`src/rtl/fetch_unit.sv`:
```
// ============================================================================
//  Module   : fetch_unit
//  Purpose  : Single-outstanding instruction fetch FSM (REQ/WAIT/VALID/FAULT)
//             with a retired-instruction counter. Optional misaligned-PC trap
//             is enabled by defining MISALIGN_TRAP_EN.
//  Revision : 1.0 - initial release
// ============================================================================
`default_nettype none

module fetch_unit #(
   parameter logic [31:0] RESET_PC = 32'h0000_0000
) (
   input  logic        clk,
   input  logic        rst,
   input  logic [31:0] pc_next,
   input  logic        instr_ready,
   output logic        imem_req,
   output logic [31:0] imem_addr,
   input  logic        imem_gnt,
   input  logic        imem_rvalid,
   input  logic [31:0] imem_rdata,
   output logic [31:0] pc,
   output logic [31:0] instr,
   output logic        instr_valid,
   output logic [31:0] fetch_count,
   output logic        fetch_fault
);

   localparam logic [31:0] NOP_INSTR = 32'h0000_0013;

   typedef enum logic [1:0] {
      S_REQ   = 2'd0,
      S_WAIT  = 2'd1,
      S_VALID = 2'd2,
      S_FAULT = 2'd3
   } state_t;

   state_t      state_q, state_d;
   logic [31:0] pc_q, pc_d;
   logic [31:0] instr_q, instr_d;
   logic [31:0] count_q, count_d;

`ifdef MISALIGN_TRAP_EN
   logic        fault_q, fault_d;
`else
   logic        unused_pc_lsbs;
   assign unused_pc_lsbs = ^pc_next[1:0];
`endif

   always_comb begin
      state_d = state_q;
      pc_d    = pc_q;
      instr_d = instr_q;
      count_d = count_q;
`ifdef MISALIGN_TRAP_EN
      fault_d = fault_q;
`endif
      unique case (state_q)
         S_REQ: begin
            if (imem_gnt) state_d = S_WAIT;
         end
         S_WAIT: begin
            if (imem_rvalid) begin
               instr_d = imem_rdata;
               state_d = S_VALID;
            end
         end
         S_VALID: begin
            if (instr_ready) begin
               // Counter is free-running modulo 2^32; wrap has no side effects.
               count_d = count_q + 32'd1;
`ifdef MISALIGN_TRAP_EN
               pc_d = pc_next;
               if (pc_next[1:0] != 2'b00) begin
                  fault_d = 1'b1;
                  state_d = S_FAULT;
               end else begin
                  state_d = S_REQ;
               end
`else
               pc_d    = {pc_next[31:2], 2'b00};
               state_d = S_REQ;
`endif
            end
         end
         S_FAULT: begin
            state_d = S_FAULT;
         end
         default: begin
            state_d = S_REQ;
         end
      endcase
   end

   always_ff @(posedge clk) begin
      if (rst) begin
         state_q <= S_REQ;
         pc_q    <= RESET_PC;
         instr_q <= NOP_INSTR;
         count_q <= 32'd0;
`ifdef MISALIGN_TRAP_EN
         fault_q <= 1'b0;
`endif
      end else begin
         state_q <= state_d;
         pc_q    <= pc_d;
         instr_q <= instr_d;
         count_q <= count_d;
`ifdef MISALIGN_TRAP_EN
         fault_q <= fault_d;
`endif
      end
   end

   assign imem_req    = (state_q == S_REQ);
   assign instr_valid = (state_q == S_VALID);
   assign imem_addr   = pc_q;
   assign pc          = pc_q;
   assign instr       = instr_q;
   assign fetch_count = count_q;
`ifdef MISALIGN_TRAP_EN
   assign fetch_fault = fault_q;
`else
   assign fetch_fault = 1'b0;
`endif

endmodule

`default_nettype wire

```
`config.mk`:
```
export PLATFORM = sky130hd
export DESIGN_NAME = fetch_unit
export DESIGN_NICKNAME = d
export VERILOG_FILES = /design/src/rtl/fetch_unit.sv
export SDC_FILE = /design/constraint.sdc
export NUM_CORES = 1
export LEC_CHECK = 0
export ABC_AREA = 1
export CORE_ASPECT_RATIO = 0.7
export CORE_MARGIN = 3
export CORE_UTILIZATION = 48
export CTS_BUF_LIST = sky130_fd_sc_hd__clkbuf_16
export DETAILED_ROUTE_END_ITERATION = 8
export DONT_BUFFER_PORTS = 1
export GPL_TIMING_DRIVEN = 0
export PLACE_DENSITY = 0.63
export RECOVER_POWER = 25
export SLEW_MARGIN = 20
export SYNTH_ARGS = -nofsm -noshare
export SYNTH_HDL_FRONTEND = slang
export SYNTH_SLANG_ARGS = --single-unit
export TNS_END_PERCENT = 20
```
`constraint.sdc`:
```
create_clock -name clk -period 3.1 [get_ports clk]
set_clock_uncertainty 0.1 [all_clocks]
set_input_delay 0.31 -clock clk [delete_from_list [all_inputs] [get_ports clk]]
set_output_delay 0.31 -clock clk [all_outputs]
set_load 0.01 [all_outputs]
```
==> results.txt, run 1 <==
The starting density of the core is 50.1%. The mean post-synth cell area came out at 7.13 µm². The sum of negative setup slack came out at 0 ns. The worst pin sits at a relative slew slack of a little over three fifths.

The hold violation total from the final report is 0. The routed length on met3 is 1090 µm. At the pin with the least slew margin, the transition time is 0.550 ns. After floorplanning, the core was divided into 28 placement rows.

In this run the cell area of the synthesized design comes to about 4300 µm². Dividing the final minimum period by the clock period gives 61.4%. The via count of the first global-routing pass is 3,338. The number of warnings reported in the yosys synthesis log came out at 0. The detailed-route wire length per cell came out at 15.3 µm.

The number of instances in the synthesized netlist is 600. The global-route wire length before repair came out at 17,600 µm. The clock period minus final worst setup slack came out at approximately 1.9 ns. The final weighted congestion in routability-driven placement is around 0.84. Of all cell types, the one taking the most synthesized area is sky130_fd_sc_hd__dfxtp_1. In this run the top signal layer used is met4. The clock transition at the registers of the reported paths is 0.07 ns. The flow ran to the end, and the final reports show no timing, DRC or antenna violations. The number of input and output port buffers inserted came out at 0.

In this run the worst path has a maximum fanout of 10. In the post-synthesis netlist, the biggest area contributors are sky130_fd_sc_hd__dfxtp_1 (45%), sky130_fd_sc_hd__nor2_1 (15%), sky130_fd_sc_hd__o21ai_0 (8.5%), sky130_fd_sc_hd__buf_4 (6.3%), sky130_fd_sc_hd__nand2_1 (5.8%). The CTS buffer count is 9. STA classifies the critical path endpoint as a register. The first routing iteration left 214 violations.

The tool flagged a number of max-cap violations equal to 0. The total clock sinks came out at 96. The layout overhead on the synthesized area is 11.1%.

The horizontal die dimension is 119 µm. The min-delay analysis places its worst path in the category in2reg. The region available for standard cell placement spans ~8500 µm². The detailed-route wire length came out at around 11,000 µm. The count of nets after finishing came out at 691. The die covers 10,100 µm². The total global routing overflow is 0. Summing all non-filler instances in the final layout gives an area of 4760 µm². The total power density per cell area is 577 nW/µm².

The data required time at the worst endpoint came out at 3.24 ns. The antenna diode count is 0. The initial antenna violation count came out at 0.

The number of failing setup endpoints in the final timing report is 0. The worst voltage drop across the vdd grid is 0.403 mV. In this run the biggest area consumer among cell types represents between 40% and 50% of the synthesized area. The total leakage power is 1.88 nW. After detailed routing, the met2 layer carries 5440 µm of wire. The multi-input logic area is 1830 µm². The post-CTS repair timing setup buffer count came out at 0. The layout cell share with drive strength beyond 1 came out at around 12%. TritonCTS built the clock tree. In the final layout, flip-flops and latches occupy 1920 µm². The final antenna-violating net count is 0. The kind of start point of the critical path is a register. The longest clock path from root to sink contains 2 buffers.

For this run, the top clock speed supported by timing is 525 MHz. The remaining design rule violation count is 0. The number of optimization iterations in the first detailed-route pass is 5.

The total cell area at the placement stage is roughly 4400 µm². The final count of pins violating max slew came out at 0. Setup repair after global routing left no endpoint under its margin. In this run the vertical extent of the chip is 85.0 µm. The final route contains 3,729 vias.

The number of storage elements in the synthesis netlist is 96. The type of the worst setup path is reg2reg. The routed metal-1 wire length came out at about 4600 µm. The count of cell types in the netlist is 28. The number of top-level pins is 200. The global-route total usage across every layer is between 20% and 30%. The arrival time at the worst endpoint is 2.04 ns.

The layout filler cell count is ~840. The half-perimeter wire length after detailed placement is 8810 µm. The number of levels the H-tree was split into came out at 3. The post-synthesis sequential area ratio is 44.9%.

The tree is rooted in a sky130_fd_sc_hd__clkbuf_16. At the later pin of the worst-skew pair, clock insertion delay measures 0.34 ns. The number of vias per cell after detailed routing is roughly 5. The pin count of the biggest net entering global routing is 16.
## routing by layer
metal	vias up	GRT usage, %
met3	21	8.33
met5	-	0
li1	1894	-
met2	150	37.0
met4	0	8.41
met1	1664	26.1
## final cells by class
cell class	instances	area share (%)
sequential	96	40.4
multi-input combinational	403	38.4
buffer	59	7.84
clock buffer	9	4.74
inverter	46	3.63
tap	120	3.16
clock inverter	7	1.37
timing repair buffer	2	0.421
## path summary, 6_finish.rpt
check                                    start         endpoint  slack, ns  depth (start not counted)
worst max-delay path                state_q[0]  fetch_count[28]       1.20                         10
worst min-delay path             imem_rdata[4]         instr[4]      0.005                          2
worst max register to register      state_q[0]  fetch_count[28]       1.20                         10
worst min register to register  fetch_count[6]   fetch_count[6]       0.43                          2
## where the power goes
| part | switching, mW | leakage [nW] | internal (mW) | total (mW) |
|---|---|---|---|---|
| Sequential | 0.0916 | 0.778 | 1.31 | 1.40 |
| Clock | 0.467 | 0.146 | 0.619 | 1.09 |
| Combinational | 0.161 | 0.955 | 0.0989 | 0.260 |
| Total | 0.719 | 1.88 | 2.03 | 2.74 |
## stage by stage
stage | cells | worst slack, ns | utilization, % | hold WS (ns) | total power, mW
after floorplan | 604 | 1.42 | - | 0.323 | 1.62
after global placement | 724 | 1.26 | 52.0 | 0.329 | 1.68
after detailed placement | 724 | 1.21 | 52.0 | 0.337 | 1.69
after CTS | 742 | 1.20 | 55.6 | 0.00115 | 2.78
after global routing | 742 | 0.991 | 55.6 | 0.00732 | 2.87
final | 742 | 1.20 | 55.6 | 0.00535 | 2.74
## cells in the final DEF, fill, tap and decap left out, types with 8 or more instances in the layout
cell type / count
sky130_fd_sc_hd__a21oi_1: 14
sky130_fd_sc_hd__buf_4: 36
sky130_fd_sc_hd__clkbuf_1: 15
sky130_fd_sc_hd__clkbuf_16: 9
sky130_fd_sc_hd__dfxtp_1: 96
sky130_fd_sc_hd__inv_1: 47
sky130_fd_sc_hd__nand2_1: 66
sky130_fd_sc_hd__nand3_1: 30
sky130_fd_sc_hd__nand4_1: 8
sky130_fd_sc_hd__nor2_1: 170
sky130_fd_sc_hd__nor2_2: 8
sky130_fd_sc_hd__o21ai_0: 73
## state kept, by name (all words and copies together), names as in the netlist
| name | count |
|---|---|
| imem_addr | 30 |
| instr | 32 |
| fetch_count | 32 |
| state_q | 2 |
## cell families (layout without fill, tap and decap cells)
logic type	count (synthesis)	in the layout	share of synthesized area [%]
AND/OR/NAND/NOR	297	297	29.1
buffers and inverters	105	123	12.7
flip-flops	96	96	44.9
AO/OA/AOI/OAI	93	93	11.1
adder cells (fa/ha/maj)	5	5	1.46
XOR/XNOR	3	3	0.614
other	1	5	0.0876
## critical path, stage by stage, from the launching register on
cell and delay [ns]:
sky130_fd_sc_hd__dfxtp_1 0.33, sky130_fd_sc_hd__inv_1 0.09, sky130_fd_sc_hd__ha_1 0.27, sky130_fd_sc_hd__nand2_2 0.14, sky130_fd_sc_hd__buf_6 0.17, sky130_fd_sc_hd__inv_2 0.17
sky130_fd_sc_hd__nand3_1 0.13, sky130_fd_sc_hd__nor2_1 0.20, sky130_fd_sc_hd__nand3_1 0.10, sky130_fd_sc_hd__nand2_1 0.07, sky130_fd_sc_hd__nor2_1 0.03
## cells in the mapped netlist
| library cell | n |
|---|---|
| sky130_fd_sc_hd__inv_2 | 2 |
| sky130_fd_sc_hd__nand2_1 | 66 |
| sky130_fd_sc_hd__nor2_1 | 170 |
| sky130_fd_sc_hd__a21oi_1 | 14 |
| sky130_fd_sc_hd__conb_1 | 1 |
| sky130_fd_sc_hd__o21ai_1 | 1 |
| sky130_fd_sc_hd__a31oi_1 | 1 |
| sky130_fd_sc_hd__nand3_2 | 2 |
| sky130_fd_sc_hd__o22ai_1 | 1 |
| sky130_fd_sc_hd__buf_6 | 1 |
| sky130_fd_sc_hd__buf_2 | 7 |
| sky130_fd_sc_hd__nand2_2 | 3 |
| sky130_fd_sc_hd__xor2_1 | 2 |
| sky130_fd_sc_hd__ha_1 | 5 |
| sky130_fd_sc_hd__nor3_1 | 6 |
| sky130_fd_sc_hd__inv_1 | 44 |
| sky130_fd_sc_hd__dfxtp_1 | 96 |
| sky130_fd_sc_hd__xnor2_1 | 1 |
| sky130_fd_sc_hd__nor2_2 | 8 |
| sky130_fd_sc_hd__o211ai_1 | 1 |
| sky130_fd_sc_hd__o21a_1 | 2 |
| sky130_fd_sc_hd__clkbuf_1 | 15 |
| sky130_fd_sc_hd__and2_0 | 1 |
| sky130_fd_sc_hd__nand3_1 | 30 |
| sky130_fd_sc_hd__o21ai_0 | 73 |
| sky130_fd_sc_hd__buf_4 | 36 |
| sky130_fd_sc_hd__nor2_4 | 3 |
| sky130_fd_sc_hd__nand4_1 | 8 |
## what timing repair did
item                                   in CTS  in global routing
endpoints found under the hold margin       2                  0
resized for setup                           0                  0
hold buffers                                2                  0
No activity file was read; power rests on OpenSTA's default activity.
==> run 2: changes to the inputs <==
--- a/config.mk
+++ b/config.mk
@@ -5,7 +5,7 @@
 export SDC_FILE = /design/constraint.sdc
 export NUM_CORES = 1
 export LEC_CHECK = 0
-export ABC_AREA = 1
+export ABC_AREA = 0
 export CORE_ASPECT_RATIO = 0.7
 export CORE_MARGIN = 3
 export CORE_UTILIZATION = 48
@@ -13,7 +13,7 @@
 export DETAILED_ROUTE_END_ITERATION = 8
 export DONT_BUFFER_PORTS = 1
 export GPL_TIMING_DRIVEN = 0
-export PLACE_DENSITY = 0.63
+export PLACE_DENSITY = 0.65
 export RECOVER_POWER = 25
 export SLEW_MARGIN = 20
 export SYNTH_ARGS = -nofsm -noshare
==> constraint.sdc (replaced) <==
create_clock -name clk -period 1.7 [get_ports clk]
set_clock_uncertainty 0.1 [all_clocks]
set_input_delay 0.17 -clock clk [delete_from_list [all_inputs] [get_ports clk]]
set_output_delay 0.17 -clock clk [all_outputs]
set_load 0.01 [all_outputs]
==> run 2 against run 1 <==
  * The run now ends with setup timing left
  * Area after synthesis is 4.9% lower
  * Die area down 4.6%
  * Sequential share of layout area fell by 5.4 points
  * Design area up 17%
  * Core utilization grew 14 points
  * Fmax shrank 19%
  * First-iteration DRC count decreased by 1.9%
  * Combinational power grew to 2.9 times the previous value
  * Hold slack improved by 0.014 ns
  * Power is 100% higher
  * Cell count shrank 5.4%
  * Largest cell class unchanged
==> results.txt, run 2 <==
The final non-filler cell total came out at 702. The biggest area contributor in the post-synthesis netlist is sky130_fd_sc_hd__dfxtp_1. Combinational logic is responsible for 13.7% of the overall power.

The critical path starts at state_q[0]. Entering global routing, the biggest net connects 16 pins. The via count of the first global-routing pass is 3,684. Setup repair after global routing could not meet its margin everywhere.

The detailed-route wire length per cell came out at between 15 and 20 µm. The number of optimization iterations in the first detailed-route pass came out at 4. The switching part of the total power is 25.6%. The run finished, with violations left. The count of buffers added on input and output ports is 0. The maximum clock frequency came out at 423 MHz. The count of maximum capacitance violations is 0. The commonest cells after synthesis are sky130_fd_sc_hd__nand2_1 (138), sky130_fd_sc_hd__dfxtp_1 (96), sky130_fd_sc_hd__a21oi_1 (79), sky130_fd_sc_hd__buf_4 (35), sky130_fd_sc_hd__clkbuf_1 (28). The switching power came out at 1.40 mW. The number of cells traversed by the worst hold path came out at 3. After layout, the worst setup slack is -0.665 ns.

The checks that failed: setup timing. The destination of the worst hold path is instr[15]. The clock period minus final worst setup slack came out at about 2.4 ns.

The number of failing setup endpoints in the final timing report is 21. The CTS buffer count came out at 9. The startpoint identified for the worst hold timing path is imem_rvalid.

The cell area after layout came out at 5570 µm². Per report_power, the sequential group accounts for 46.0% of the total. The setup slack on the worst flop-to-flop path is -0.66 ns. The clock latency on the worst-skew pair is ~0.33 ns.

The layout cell share with drive strength beyond 1 is 22.5%. The post-synthesis sequential area ratio is around 47%. For this run the aggregate overflow at the end of global routing stands at 0. The area of the core region came out at 8040 µm².

At the end of the flow the core is filled with cells to approximately 69%. Synthesis produced a netlist whose cell count is 505. The kind of start point of the critical path is a register. Including well taps, the total number of placed cells is 610. The starting density of the core is 50.7%. The worst-margin pin slew is between 0.6 and 0.7 ns. In the synthesized netlist the dominant register cell turns out to be sky130_fd_sc_hd__dfxtp_1. The initial antenna violation count was 0. The total leakage power is 2.00 nW. Across the VDD grid, the largest voltage drop is 0.674 mV. Relative to the synthesized area, the layout overhead comes to 36.8%. The cell depth of the worst flop-to-flop path came out at 6.

The share of flip-flops with an asynchronous set or reset after synthesis is 0%. The global-route total usage across every layer is between 20% and 30%. Yosys instantiated no cell more often than sky130_fd_sc_hd__nand2_1. The number of warnings reported in the yosys synthesis log came out at 0.

The count of nets after finishing is between 600 and 700. After detailed routing, the number of vias per cell comes to between 5 and 6. The number of rows in the core area came out at 27. The number of vias in the routed layout is 3,844. The final weighted congestion in routability-driven placement is between 0.7 and 0.8. In this run the biggest area consumer among cell types represents 47.2% of the synthesized area.

The final period utilization is 139%. The overall die height came out at 83.1 µm. Summed over all layers, the routed wires come to 12,000 µm.

The count of cell types in the netlist came out at 36. By area the synthesized netlist is led by sky130_fd_sc_hd__dfxtp_1 (47%), sky130_fd_sc_hd__nand2_1 (13%), sky130_fd_sc_hd__a21oi_1 (9.7%), sky130_fd_sc_hd__buf_4 (6.5%), sky130_fd_sc_hd__or4_1 (3.1%). The first routing iteration left 210 violations.

The worst slew slack as a fraction of its limit is 57.7%. Clock tree synthesis selected as its root buffer the cell sky130_fd_sc_hd__clkbuf_16. Clock tree synthesis found a total of 96 sinks. The remaining design rule violation count is 0. The number of levels the H-tree was split into came out at 3. The number of buffers between clock root and the deepest sink is 2. The clock network fraction of total power came out at 40.3%. At the placement stage, the worst setup path has a slack of -0.739 ns.

The most frequent standard cell in the layout excluding fill and tap cells is sky130_fd_sc_hd__nand2_1. The clock tree from TritonCTS is built. The startpoint identified for the worst register-to-register timing path is state_q[0]. The total standard cell area after synthesis came out at 4070 µm². The internal portion of total power is 4.08 mW. In the layout the commonest cells are sky130_fd_sc_hd__nand2_1 (137), sky130_fd_sc_hd__dfxtp_1 (83), sky130_fd_sc_hd__a21oi_1 (70).

The number of top-level pins came out at 200. The total power density per cell area is 983 nW/µm². The floorplan step defined a die boundary enclosing 9640 µm². Clock-pin slew was measured on the worst setup and hold paths at 0.06 ns.

The class of the tightest hold or removal check is in2reg. The number of storage elements in the synthesis netlist came out at 96. The final count of pins violating max slew was 0. The floorplan step set the die width to roughly 120 µm. The maximum fanout along the worst path came out at 7.

The type of the worst setup path is reg2reg. STA classifies the critical path endpoint as a register. The mean post-synth cell area is 8.06 µm². Data on the critical path arrives at its endpoint at 2.49 ns. The total cell area at the placement stage came out at about 4300 µm². The data required time at the worst endpoint is 1.82 ns.

The antenna diode count came out at 0. Once detail routing completed, the nets flagged for antenna violations numbered 0. The half-perimeter wire length after detailed placement is 7910 µm. The global-route wire length before repair is 18,400 µm. The endpoint identified for the worst register-to-register timing path is fetch_count[23]. Yosys mapped a number of flops with a built-in enable equal to 0. The hold violation total from the final report is 0.
[run 2: timing repair]
item,CTS,global route
gates resized for setup,25,63
buffers inserted,5,11
endpoints found under the setup margin,81,82
endpoints found under the hold margin,62,0
hold buffers,62,0
pin swaps,12,21
[run 2: layout make-up]
cell class | count | area [µm²]
clock buffer | 10 | 250
tap | 101 | 126
multi-input combinational | 339 | 1950
inverter | 9 | 33.8
fill | 635 | 2470
clock inverter | 6 | 80.1
timing repair buffer | 78 | 761
buffer | 63 | 420
sequential | 96 | 1950
[run 2: per-layer routing]
layer  global-route usage, %  wire, µm  up-vias
met5                       0         0        -
met4                    6.74       184        0
met3                    8.08      1040       16
met2                    39.2      5920      155
met1                    28.3      4880     1813
li1                        -         -     1860
[run 2: worst max-delay path by stage]
stage                     depth (start not counted)         endpoint
after floorplan                                   7  fetch_count[23]
after global placement                            7  fetch_count[23]
after detailed placement                          6  fetch_count[30]
after CTS                                         7  fetch_count[23]
after global routing                              5  fetch_count[31]
final                                             6  fetch_count[23]
[run 2: worst max-delay path: stages (launching register included)]
cell and delay (ns):
sky130_fd_sc_hd__dfxtp_2 0.33, sky130_fd_sc_hd__inv_2 0.07, sky130_fd_sc_hd__ha_4 0.20, sky130_fd_sc_hd__nand4_1 0.19
sky130_fd_sc_hd__or4_4 0.56, sky130_fd_sc_hd__or4_4 0.50, sky130_fd_sc_hd__mux2_4 0.31
[run 2: cells by family after synthesis]
family	share of synthesized area [%]
adders and majority gates	1.54
xor gates and xnor gates	2.15
other	0.0921
and+or+nand+nor	24.6
buffers and inverters	10.1
muxes	0.553
DFF	47.2
AOI/OAI and AO/OA	13.8
[run 2: stage by stage]
stage	hold WS, ns	power, mW	setup TNS [ns]
final	0.0198	5.48	-9.40
after detailed placement	0.213	3.12	-13.51
after CTS	0.0147	5.45	-9.11
after global routing	0.0327	5.72	-11.08
after floorplan	0.194	2.97	-5.58
after global placement	0.200	3.09	-10.63
[run 2: power groups by stage]
stage | clock, mW | sequential (mW) | combinational, mW
finish | 2.21 | 2.52 | 0.750
detailed placement | 0 | 2.58 | 0.537
CTS | 2.24 | 2.52 | 0.689
global route | 2.35 | 2.54 | 0.830
global placement | 0 | 2.58 | 0.516
floorplan | 0 | 2.54 | 0.430
